**src/rtl/if_stage_if.sv**
```systemverilog
// Instruction-memory channel between the fetch stage (master) and imem (slave):
// valid/ready request carrying a word address, in-order response without backpressure.
interface if_stage_if;
  logic        imem_req_valid_o;
  logic        imem_req_ready_i;
  logic [31:0] imem_addr_o;
  logic        imem_rsp_valid_i;
  logic [31:0] imem_rsp_data_i;

  modport master (
    output imem_req_valid_o,
    output imem_addr_o,
    input  imem_req_ready_i,
    input  imem_rsp_valid_i,
    input  imem_rsp_data_i
  );

  modport slave (
    input  imem_req_valid_o,
    input  imem_addr_o,
    output imem_req_ready_i,
    output imem_rsp_valid_i,
    output imem_rsp_data_i
  );
endinterface

```
**src/rtl/if_stage.sv**
```systemverilog
// Instruction fetch stage: owns the PC, issues credit-limited word fetches, buffers
// in-order responses and presents the oldest one downstream; jumps flush in-flight fetches.
module if_stage #(
  parameter logic [31:0] RESET_PC = 32'h0000_0000,
  parameter int          DEPTH    = 2,
  parameter logic [31:0] NOP_INST = 32'h0000_0013
) (
  input  logic        clk,
  input  logic        rst,
  input  logic        jump_en_i,
  input  logic [31:0] jump_addr_i,
  input  logic        hold_i,
  if_stage_if.master  imem,
  output logic [31:0] inst_o,
  output logic [31:0] inst_addr_o,
  output logic        inst_valid_o
);

  localparam int AW  = $clog2(DEPTH);
  localparam int CW  = $clog2(DEPTH) + 1;
  localparam int CW1 = CW + 1;
  localparam logic [CW:0] DEPTH_C = CW1'(DEPTH);

  logic [31:0]   r_pc;
  logic [CW-1:0] r_inflight;
  logic [CW-1:0] r_discard;
  logic [CW-1:0] r_buf_count;

  logic [AW-1:0] r_aw_ptr;
  logic [AW-1:0] r_ar_ptr;
  logic [31:0]   r_afifo [DEPTH];

  logic [AW-1:0] r_ow_ptr;
  logic [AW-1:0] r_or_ptr;
  logic [31:0]   r_oaddr [DEPTH];
  logic [31:0]   r_oinst [DEPTH];

  logic [CW:0]   w_occupancy;
  logic          w_credit_ok;
  logic          w_req_valid;
  logic          w_req_fire;
  logic          w_rsp_take;
  logic          w_rsp_drop;
  logic          w_rsp_keep;
  logic          w_out_valid;
  logic          w_consume;
  logic [31:0]   w_jump_pc;
  logic          w_unused_jump_lsb;

  // A credit covers a slot from request acceptance until the word leaves the output buffer.
  assign w_occupancy = {1'b0, r_inflight} + {1'b0, r_buf_count};
  assign w_credit_ok = (w_occupancy < DEPTH_C);

  assign w_req_valid = !rst && !jump_en_i && w_credit_ok;
  assign w_req_fire  = w_req_valid && imem.imem_req_ready_i;

  // Responses with nothing outstanding are protocol errors and are ignored.
  assign w_rsp_take = !rst && imem.imem_rsp_valid_i && (r_inflight != '0);
  assign w_rsp_drop = w_rsp_take && (jump_en_i || (r_discard != '0));
  assign w_rsp_keep = w_rsp_take && !w_rsp_drop;

  assign w_out_valid = !rst && (r_buf_count != '0);
  assign w_consume   = w_out_valid && !hold_i && !jump_en_i;

  assign w_jump_pc         = {jump_addr_i[31:2], 2'b00};
  assign w_unused_jump_lsb = ^jump_addr_i[1:0];

  assign imem.imem_req_valid_o = w_req_valid;
  assign imem.imem_addr_o      = r_pc;

  assign inst_valid_o = w_out_valid;
  assign inst_o       = w_out_valid ? r_oinst[r_or_ptr] : NOP_INST;
  assign inst_addr_o  = w_out_valid ? r_oaddr[r_or_ptr] : 32'h0000_0000;

  // PC, outstanding-request bookkeeping and the stale-response discard count.
  always_ff @(posedge clk) begin
    if (rst) begin
      r_pc       <= RESET_PC;
      r_inflight <= '0;
      r_discard  <= '0;
      r_aw_ptr   <= '0;
      r_ar_ptr   <= '0;
    end else begin
      if (jump_en_i) begin
        r_pc <= w_jump_pc;
      end else if (w_req_fire) begin
        r_pc <= r_pc + 32'd4;
      end

      if (w_req_fire) begin
        r_aw_ptr <= r_aw_ptr + AW'(1);
      end
      if (w_rsp_take) begin
        r_ar_ptr <= r_ar_ptr + AW'(1);
      end

      r_inflight <= r_inflight + CW'(w_req_fire) - CW'(w_rsp_take);

      if (jump_en_i) begin
        r_discard <= r_inflight - CW'(w_rsp_take);
      end else if (w_rsp_drop) begin
        r_discard <= r_discard - CW'(1);
      end
    end
  end

  // Output buffer control; a jump empties it in the same edge.
  always_ff @(posedge clk) begin
    if (rst || jump_en_i) begin
      r_ow_ptr    <= '0;
      r_or_ptr    <= '0;
      r_buf_count <= '0;
    end else begin
      if (w_rsp_keep) begin
        r_ow_ptr <= r_ow_ptr + AW'(1);
      end
      if (w_consume) begin
        r_or_ptr <= r_or_ptr + AW'(1);
      end
      r_buf_count <= r_buf_count + CW'(w_rsp_keep) - CW'(w_consume);
    end
  end

  // Data storage needs no reset: occupancy is tracked by the counters above.
  always_ff @(posedge clk) begin
    if (w_req_fire) begin
      r_afifo[r_aw_ptr] <= r_pc;
    end
    if (w_rsp_keep) begin
      r_oaddr[r_ow_ptr] <= r_afifo[r_ar_ptr];
      r_oinst[r_ow_ptr] <= imem.imem_rsp_data_i;
    end
  end

endmodule

```
**src/flat_wrapper.sv**
```systemverilog
// flat-port wrapper written by rule: the top's interface ports become plain ports
module if_stage_flat 
#(
  parameter logic [31:0] RESET_PC = 32'h0000_0000,
  parameter int          DEPTH    = 2,
  parameter logic [31:0] NOP_INST = 32'h0000_0013
)
  (clk, rst, jump_en_i, jump_addr_i, hold_i, inst_o, inst_addr_o, inst_valid_o, imem_imem_req_valid_o, imem_imem_addr_o, imem_imem_req_ready_i, imem_imem_rsp_valid_i, imem_imem_rsp_data_i);
  if_stage_if imem_i ();
  input  logic clk;
  input  logic rst;
  input  logic jump_en_i;
  input  logic [31:0] jump_addr_i;
  input  logic hold_i;
  output logic [31:0] inst_o;
  output logic [31:0] inst_addr_o;
  output logic inst_valid_o;
  output wire logic [$bits(imem_i.imem_req_valid_o)-1:0] imem_imem_req_valid_o;
  output wire logic [$bits(imem_i.imem_addr_o)-1:0] imem_imem_addr_o;
  input wire logic [$bits(imem_i.imem_req_ready_i)-1:0] imem_imem_req_ready_i;
  input wire logic [$bits(imem_i.imem_rsp_valid_i)-1:0] imem_imem_rsp_valid_i;
  input wire logic [$bits(imem_i.imem_rsp_data_i)-1:0] imem_imem_rsp_data_i;
  assign imem_imem_req_valid_o = imem_i.imem_req_valid_o;
  assign imem_imem_addr_o = imem_i.imem_addr_o;
  assign imem_i.imem_req_ready_i = imem_imem_req_ready_i;
  assign imem_i.imem_rsp_valid_i = imem_imem_rsp_valid_i;
  assign imem_i.imem_rsp_data_i = imem_imem_rsp_data_i;
  if_stage #(.RESET_PC(RESET_PC), .DEPTH(DEPTH), .NOP_INST(NOP_INST)) u_core (.clk(clk), .rst(rst), .jump_en_i(jump_en_i), .jump_addr_i(jump_addr_i), .hold_i(hold_i), .imem(imem_i), .inst_o(inst_o), .inst_addr_o(inst_addr_o), .inst_valid_o(inst_valid_o));
endmodule
```
**config.mk**
```make
export PLATFORM = sky130hd
export DESIGN_NAME = if_stage_flat
export DESIGN_NICKNAME = d
export VERILOG_FILES = /design/src/rtl/if_stage_if.sv /design/src/rtl/if_stage.sv /design/src/flat_wrapper.sv
export SDC_FILE = /design/constraint.sdc
export NUM_CORES = 1
export LEC_CHECK = 0
export ABC_AREA = 1
export CAP_MARGIN = 5
export CORE_ASPECT_RATIO = 0.8
export CORE_MARGIN = 1
export CORE_UTILIZATION = 40
export DETAILED_ROUTE_END_ITERATION = 10
export PLACE_DENSITY = 0.61
export SLEW_MARGIN = 10
export SYNTH_ARGS = -nofsm -noshare
export SYNTH_HDL_FRONTEND = slang
export SYNTH_SLANG_ARGS = --single-unit
```
**constraint.sdc**
```tcl
create_clock -name clk -period 8.9 [get_ports clk]
set_input_delay 1.335 -clock clk [delete_from_list [all_inputs] [get_ports clk]]
set_output_delay 1.335 -clock clk [all_outputs]
set_load 0.1 [all_outputs]
```
==> impl_metrics.tcl <==
set metrics [dict create \
    globalRouteTotalUtil_pct 17.2 \
    holdWs_ns 0.477 \
    antenna_found_initial 0 \
    start_util_pct 40.8 \
    grt_max_degree 40 \
    syn_avg_cell_area_um2 11.6 \
    combPwrFrac_pct 9.1 \
    die-height_um 143 \
    core_area_um2 24400 \
    slew_headroom_pct 28.8 \
    port_buffers 161 \
    worstPathCellList "clkdlybuf4s50_1 > buf_4 > nor2_4 > buf_4 > nand2_1 > inv_1 > clkdlybuf4s50_1" \
    hold_path_class "reg -> reg" \
    die_w_um 179 \
    hold_buffers 0 \
    fin_tns_setup_ns 0 \
    p_per_area_nw_per_um2 190 \
    ys_seq_area_share_pct 63.8 \
    grt.overflow.total 0 \
    cts_tree "done" \
    synth_cells 861 \
    critPathKind "in -> out" \
    grt_pass1_wl_um 33600 \
    rows 51 \
    dpl.cell_count 1318 \
    dp_hpwl_um 14300 \
    power.internal_mw 1.83 \
    stdcell_count 1362 \
    cts_made_buffers 24 \
    p_seq_share_pct 49.9 \
    rsz0062_at_grt "no" \
    critical_path.slowest_cell "clkdlybuf4s50_1" \
    end_kind "primary output" \
    drive_above_1_share_pct 16.4 \
    cp-start-kind "input port" \
    slew_violations 0 \
    post-route-period-util_pct 65.6 \
    fin_crit_ns 5.84 \
    via_count 6427 \
    finalHoldViolCount 0 \
    place_ws_ns 3.01 \
    die_area_um2 25600 \
    status "finished clean" \
    grt_pass1_vias 6173 \
    crit_required_ns 7.57 \
    nNetsFinal 1102 \
    synth_top_area_share_pct 55.4 \
    final-setup-viol-count 0 \
    insertion_delay_ns 0.52 \
    critPathMaxFanout 35 \
    syn-cell-area_um2 9980 \
    drc 0 \
    diodes 0 \
    clkPwrFrac_pct 41.0 \
    ys_ff_latch 226 \
    slowest_delay_ns 1.16 \
    wirelength_um 21800 \
    fin_skew_ns 0.0169 \
    yosys_warnings 0 \
    viasPerCell 4.72 \
    clock-sinks 226 \
    pin_count 168 \
    htreeDepth 1 \
    syn2layout_area_growth_pct 27.0 \
    max-vdd-ir-drop_uv 124 \
    power_switching_mw 0.573 \
    post_drt_wl_per_cell_um 16.0 \
    firstDrtPassIters 5 \
    synth.top_cells.by_area "edfxtp_1 55%, mux2_2 10%, dfxtp_1 8.4%" \
    path_clk_slew_ns 0.06 \
    cts_resized 0 \
    fin_ws_ns 3.06 \
    postCtsSetupBuffers 0 \
    maxCapViolations 0 \
    drt_iter0_drc 347 \
    worst_pin_slew_ns 1.06 \
    drtAntennaViolNets 0 \
    p_leak_nw 4.89 \
    arrival_ns 4.50 \
    fmax_mhz 171 \
    synth_cell_types 37 \
    sw_frac_of_total_pct 23.8 \
    gp_congestion 0.811 \
    clk_path_buf_depth 3 \
    cts-root-buf "clkbuf_16" \
    synth_top_area_cell "edfxtp_1" \
]
[power groups by stage]
| stage | clock (mW) | sequential (mW) | combinational, mW |
|---|---|---|---|
| 6_report | 0.986 | 1.20 | 0.219 |
| 5_1_grt | 1.05 | 1.20 | 0.234 |
| 4_1_cts | 1.01 | 1.20 | 0.221 |
| 3_5_place_dp | 0 | 1.22 | 0.220 |
| 3_3_place_gp | 0 | 1.22 | 0.218 |
| 2_1_floorplan | 0 | 1.27 | 0.0915 |
[flip-flops by register name, summed over array words and instances (netlist names), named ones only]
| signal | cells |
|---|---|
| u_core.r_or_ptr | 1 |
| u_core.r_oinst | 64 |
| u_core.r_oaddr | 60 |
| u_core.r_discard | 2 |
| u_core.imem.imem_addr_o | 30 |
| u_core.r_ow_ptr | 1 |
| u_core.r_ar_ptr | 1 |
| u_core.r_afifo | 60 |
| u_core.r_buf_count | 2 |
| u_core.r_aw_ptr | 1 |
| u_core.r_inflight | 2 |
[path summary, 6_finish.rpt]
| kind | start | end | slack (ns) | cells past startpoint |
|---|---|---|---|---|
| worst max-delay path | rst | inst_addr_o[11] | 3.06 | 7 |
| worst min-delay path | u_core.r_or_ptr | flip-flop | 0.48 | 2 |
| worst max register to register | u_core.r_inflight[1] | u_core.r_oinst[0][7] | 6.26 | 5 |
| worst min register to register | u_core.r_or_ptr | flip-flop | 0.48 | 2 |
[synthesized netlist by cell type (all sizes together)]
cell and instances:
fa 1, mux2 89, buf 23, dfxtp 42, nand3b 1, a21oi 26
conb 1, clkbuf 10, nand4 5, edfxtp 184, clkinv 1, or2 3
nor3 3, nand3 31, o21ai 21, a22oi 1, inv 126, ha 5
and2 2, xnor2 8, nand2 202, o211ai 5, nor2 57, a31oi 6
xor2 8
[cell families after synthesis]
| family | Yosys count | synth area share (%) |
|---|---|---|
| buffers and inverters | 160 | 6.64 |
| adders and majority gates | 6 | 0.827 |
| DFF | 226 | 63.8 |
| and+or+nand+nor | 304 | 14.0 |
| xor gates and xnor gates | 16 | 1.40 |
| other | 1 | 0.0376 |
| muxes | 89 | 10.0 |
| AOI/OAI and AO/OA | 59 | 3.22 |
[through the flow]
step / power (mW) / instance area, um2 / util [%]
floorplan: 1.36 / 9990 / -
global placement: 1.44 / 11900 / 48.7
detailed placement: 1.44 / 11900 / 48.7
CTS: 2.43 / 12700 / 51.9
global route: 2.49 / 12700 / 51.9
finish: 2.41 / 12700 / 51.9
[cell usage in the layout (no fill, tap or decap), types with 3 or more instances in the layout]
cell,Yosys,routed
clkinv_1,1,4
xnor2_1,8,8
dfxtp_1,42,40
edfxtp_1,184,184
or2_2,3,3
o211ai_1,5,5
xor2_1,8,8
buf_4,6,8
nand3_1,29,29
a21oi_1,25,25
clkinv_2,0,3
clkbuf_1,10,9
nor2_4,11,14
conb_1,1,4
ha_1,5,5
o21ai_0,21,21
mux2_2,89,89
clkbuf_16,0,24
nor2_1,41,37
nand2_4,3,3
nand4_1,5,5
bufinv_16,0,3
clkdlybuf4s50_1,0,161
a31oi_1,6,6
nand2_1,191,191
inv_1,124,124
nor2_2,3,4
nand2_2,8,8
[critical path: cells and delay by family]
kind | cells | cell delay (ns)
buffers and inverters | 5 | 2.33
and+or+nand+nor | 2 | 0.80
[final cells by class]
class | instances | area, um2
Fill cell | 2159 | 11800
Sequential cell | 226 | 6370
Multi-Input combinational cell | 478 | 2990
Timing Repair Buffer | 169 | 1670
Clock buffer | 33 | 634
Inverter | 127 | 477
Tap cell | 318 | 398
Clock inverter | 11 | 141
[layer usage]
layer,GRT usage [%],up-vias,wire (um)
met1,24.0,3027,10200
met3,3.35,26,1440
li1,-,3196,-
met2,28.1,178,9920
met5,0,-,0
met4,3.26,0,323
Note: power is estimated with default switching activity, not from simulation.
